## config.mk

```make
export PLATFORM = sky130hd
export DESIGN_NAME = fetch_sequencer
export DESIGN_NICKNAME = d
export VERILOG_FILES = /design/src/rtl/fetch_sequencer.sv
export SDC_FILE = /design/constraint.sdc
export NUM_CORES = 1
export LEC_CHECK = 0
export BUFFER_PORTS_ARGS = -buffer_cell sky130_fd_sc_hd__buf_2
export CAP_MARGIN = 20
export CORE_UTILIZATION = 30
export CTS_BUF_LIST = sky130_fd_sc_hd__clkbuf_8 sky130_fd_sc_hd__clkbuf_16
export CTS_CLUSTER_SIZE = 10
export DETAILED_ROUTE_END_ITERATION = 10
export SYNTH_ARGS = -nofsm -noshare
export SYNTH_HDL_FRONTEND = slang
export SYNTH_SLANG_ARGS = --single-unit
```

## constraint.sdc

```tcl
create_clock -name clock -period 13.85 [get_ports clock]
set_clock_uncertainty 0.05 [all_clocks]
set_input_delay 1.385 -clock clock [delete_from_list [all_inputs] [get_ports clock]]
set_output_delay 1.385 -clock clock [all_outputs]
set_load 0.005 [all_outputs]
```

## src/rtl/fetch_sequencer.sv

```systemverilog
// -----------------------------------------------------------------------------
// fetch_sequencer
//
// Sequencing stage that sits directly upstream of the per-instruction
// decoders. It owns the program counter, the instruction register and the
// 2-bit micro-state register. It fetches one instruction word over a req/ack
// handshake and then lets the decoders drive PC and micro-state updates until
// the decoder signals completion (next_state == 2'b00).
//
// Ports
//   clock          in   system clock; every state update is on its rising edge
//   reset          in   synchronous active-high reset
//   psel           in   PC update select: 00 hold, 01 pc+4, 10 bus_in, 11 branch
//   pc_sel         in   branch offset source: 1 = k, 0 = bus_in
//   en_pc          in   decoder wants pc+4 driven as a link value
//   k              in   sign-extended word offset from the decoder
//   bus_in         in   datapath bus (register target or register offset)
//   next_state     in   decoder's micro-state for the next cycle
//   imem_data      in   instruction word from instruction memory
//   imem_ack       in   imem_data is valid this cycle
//   pc             out  current PC, also the instruction memory address
//   imem_req       out  fetch request (high for the whole FETCH phase)
//   instruction    out  instruction register, to the decoders
//   state          out  current micro-state, to the decoders
//   pc_plus4       out  pc + 4 (wrapping), combinational
//   pc_plus4_valid out  en_pc qualified by the EXEC phase
//   fetching       out  high while waiting for an instruction
// -----------------------------------------------------------------------------
module fetch_sequencer #(
  parameter int                  PC_WIDTH = 64,
  parameter logic [PC_WIDTH-1:0] RESET_PC = '0
) (
  input  logic                clock,
  input  logic                reset,
  input  logic [1:0]          psel,
  input  logic                pc_sel,
  input  logic                en_pc,
  input  logic [PC_WIDTH-1:0] k,
  input  logic [PC_WIDTH-1:0] bus_in,
  input  logic [1:0]          next_state,
  input  logic [31:0]         imem_data,
  input  logic                imem_ack,
  output logic [PC_WIDTH-1:0] pc,
  output logic                imem_req,
  output logic [31:0]         instruction,
  output logic [1:0]          state,
  output logic [PC_WIDTH-1:0] pc_plus4,
  output logic                pc_plus4_valid,
  output logic                fetching
);

  typedef enum logic {
    PH_FETCH = 1'b0,
    PH_EXEC  = 1'b1
  } phase_t;

  localparam logic [1:0] PSEL_HOLD   = 2'b00;
  localparam logic [1:0] PSEL_INC    = 2'b01;
  localparam logic [1:0] PSEL_LOAD   = 2'b10;
  localparam logic [1:0] PSEL_BRANCH = 2'b11;

  localparam logic [1:0] STATE_IDLE = 2'b00;

  phase_t              phase, phase_nxt;
  logic [PC_WIDTH-1:0] pc_nxt;
  logic [31:0]         ir_nxt;
  logic [1:0]          state_nxt;
  logic [PC_WIDTH-1:0] branch_off;

  // Link value comes from the registered pc, so it stays correct in the very
  // cycle a branch overwrites pc.
  assign pc_plus4       = pc + PC_WIDTH'(4);
  assign imem_req       = (phase == PH_FETCH);
  assign fetching       = (phase == PH_FETCH);
  assign pc_plus4_valid = en_pc && (phase == PH_EXEC);

  assign branch_off = pc_sel ? k : bus_in;

  always_comb begin
    // NOTE: every signal gets a hold value before the case so that no path
    // leaves it unassigned; otherwise synthesis infers a latch.
    phase_nxt = phase;
    pc_nxt    = pc;
    ir_nxt    = instruction;
    state_nxt = state;

    unique case (phase)
      PH_FETCH: begin
        // Decoder controls are meaningless here; only the ack matters.
        if (imem_ack) begin
          ir_nxt    = imem_data;
          state_nxt = STATE_IDLE;
          phase_nxt = PH_EXEC;
        end
      end
      PH_EXEC: begin
        // psel is deliberately not gated by micro-state: decoders hold it at
        // 00 in non-final micro-states themselves.
        unique case (psel)
          PSEL_HOLD:   pc_nxt = pc;
          PSEL_INC:    pc_nxt = pc_plus4;
          PSEL_LOAD:   pc_nxt = bus_in;
          // Left shift discards the top two offset bits; the add wraps.
          PSEL_BRANCH: pc_nxt = pc_plus4 + (branch_off << 2);
        endcase
        state_nxt = next_state;
        // The PC update above still lands, so the next fetch uses the new PC.
        if (next_state == STATE_IDLE) begin
          phase_nxt = PH_FETCH;
        end
      end
    endcase
  end

  // NOTE: state registers use non-blocking assignments so every register
  // samples the pre-edge values regardless of statement order.
  always_ff @(posedge clock) begin
    if (reset) begin
      phase       <= PH_FETCH;
      pc          <= RESET_PC;
      instruction <= 32'h0;
      state       <= STATE_IDLE;
    end else begin
      phase       <= phase_nxt;
      pc          <= pc_nxt;
      instruction <= ir_nxt;
      state       <= state_nxt;
    end
  end

endmodule

```

==> impl_metrics.tcl <==
set metrics [dict create \
    h-tree-depth 3 \
    hold_depth 2 \
    rsz0062_at_grt "false" \
    vias_per_cell 5.621 \
    io_buffer_count 331 \
    r2r_cells 19 \
    antenna_found_initial 0 \
    crit_path_max_fanout 41 \
    synth-edff-count 0 \
    min_from "instruction[12]" \
    final_common_cell "buf_2" \
    max-slew-margin-rel 0.2460 \
    cp_cell_sequence "buf_2 > buf_4 > mux2_2 > ha_1 > nand4_1 > nor4_1 > o2111a_1 > a311o_1 > o211a_1 > o31a_1 > a21o_1 > a21oi_1 > a2111o_1 > o21ai_1" \
    die_h_microns 190.1 \
    drt-total-wl_mm 45.23 \
    cts_hold_buffers 0 \
    fin_util 0.3733 \
    synth.avg_cell_area_sq_um 7.200 \
    syn_inst 1474 \
    hp-class "flop to flop" \
    powerDensity_nw_per_um2 80.18 \
    maxCapViolCount 0 \
    cts_sinks 99 \
    hpwl_mm 34.69 \
    period_needed_ns 5.887 \
    fp.dieW_microns 190.1 \
    synth.area.top_cells "dfxtp_1 (19%), ha_1 (9.0%), a21oi_1 (8.4%), nand2_1 (6.9%), mux2_2 (6.7%)" \
    slowest_delay_ns 0.72 \
    reg2reg_slack_ns 7.99 \
    clock_tree.buffer_depth 2 \
    hold_viol 0 \
    rr_endpoint "pc[59]" \
    final_max_slew_viol_count 0 \
    cts_tree "done" \
    synth-seq-cells 99 \
    yosysWarnings 0 \
    gp_congestion 0.9452 \
    drt_iter0_drc 879 \
    setup_viol 0 \
    start_util 0.3057 \
    root_buffer "clkbuf_16" \
    grt_remaining_overflow 0 \
    worstMarginPinSlew_ns 1.127 \
    track_usage 0.2404 \
    synth-main-ff-cell "dfxtp_1" \
    dr.pass1.iters 5 \
    crit_arrival_ns 6.14 \
    post_cts_buffers 0 \
    status "finished clean" \
    area_delta_synth_final_pct 22.12 \
    wl_per_cell_microns 20.50 \
    syn-num-nets 1720 \
    grt_max_degree 74 \
    finalSetupTns_ns 0 \
    io-pin-count 334 \
    grt_pass1_vias 11570 \
    worst_setup_path_end_kind "flop" \
    cpMaxStageDelayCell "nor4_1" \
    clk_pin_slew_ns 0.08 \
    final_cell_mix "buf_2 (330), nand2_1 (196), a21oi_1 (179), nor2_1 (130)" \
    crit_required_ns 14.11 \
    vias 12400 \
    synthArstFlopShare 0 \
    clk_latency_ns 0.38 \
    grt_pass1_wl_mm 66.94 \
    core_area_sq_um 34710 \
    synth_area_sq_um 10610 \
    synth_top_cell_area_share 0.1867 \
    synth_top_area_cell "dfxtp_1" \
    ant_nets 0 \
    placementRows 68 \
    cts_buffers 9 \
    p_leak_nw 6.121 \
    hold_end "instruction[12]" \
    diodes 0 \
    ir_worst_vdd_uv 62.28 \
    crit_type "input port to flop" \
    fmax_mhz 169.9 \
    ys_types 81 \
    yosysSeqAreaShare 0.1867 \
    cts-resized-gates 0 \
    die-area_sq_um 36130 \
    start_kind "input port" \
    timing.final.crit_share 0.4251 \
    drc_errors 0 \
    final_nets 1992 \
    drive_above_1_share 0.2610 \
    rr_startpoint "pc[2]" \
    p_total_mw 1.039 \
]
-- routing by layer --
layer	vias to the layer above	track usage	routed length [microns]
met3	74	0.03726	3322
met5	-	0	0
li1	5914	-	-
met1	5842	0.3123	19520
met2	569	0.4003	21130
met4	0	0.08499	1260
-- through the flow --
stage          std cells  cell area, sq um  hold slack, ns  worst slack (ns)
6_report            2206             12960          0.4055             7.963
5_1_grt             2206             12960          0.4253             7.513
4_1_cts             2204             12920          0.4063             7.875
3_5_place_dp        2188             12610          0.3953             7.497
3_3_place_gp        2187             12580          0.3891             7.535
2_1_floorplan       1474             10610          0.4027             8.796
-- final cells by class --
cell class                      instances  area (sq um)
Clock buffer                            9         225.2
Multi-Input combinational cell       1254          8139
Clock inverter                          7         93.84
Tap cell                              455         569.3
Sequential cell                        99          1982
Timing Repair Buffer                  347          1819
Inverter                               35         131.4
Fill cell                            3746         21750
-- worst max-delay path, delay by kind of cell --
kind,cells,cell delay [ns]
buffers and inverters,2,1.06
adder cells (fa/ha/maj),1,0.42
multiplexers,1,0.41
AO/OA/AOI/OAI,8,1.80
AND/OR/NAND/NOR,2,0.98
-- how the worst max path moves through the flow --
stage               startpoint     end  slack, ns
floorplan               pc_sel  pc[63]       8.80
global placement        pc_sel  pc[59]       7.54
detailed placement      pc_sel  pc[59]       7.50
CTS                     pc_sel  pc[59]       7.88
global route             pc[2]  pc[59]       7.51
finish                  pc_sel  pc[59]       7.96
-- cell families after synthesis --
kind of cell	Yosys count	share of synthesized area
flops	99	0.1867
buf+inv	121	0.04763
fa+ha+maj	77	0.09149
compound gates	467	0.2680
xor+xnor	107	0.08901
mux	81	0.08382
simple gates	522	0.2333
-- Yosys cell counts, drive strengths merged (12+ instances only) --
master,number
and3,25
o22ai,13
o21bai,18
a31oi,18
buf,20
nand3,43
o21ai,101
nor3,29
nand2,197
xnor2,64
o211ai,12
a21oi,180
xor2,43
mux2,63
mux2i,18
ha,76
o21a,13
nor2,132
dfxtp,99
a21o,38
nand4,31
a211oi,21
clkbuf,66
inv,35
-- state kept, by name, summed over array words and instances, names as in the netlist --
name and flops:
instruction 32, pc 64, phase 1, state 2
-- where the power goes --
group	total, mW	internal, mW	leakage, nW	switching, mW
Sequential	0.329	0.303	0.810	0.0260
Clock	0.295	0.146	0.153	0.149
Combinational	0.415	0.169	5.16	0.246
Total	1.04	0.619	6.12	0.420
Power figures use the tool's default switching activity.
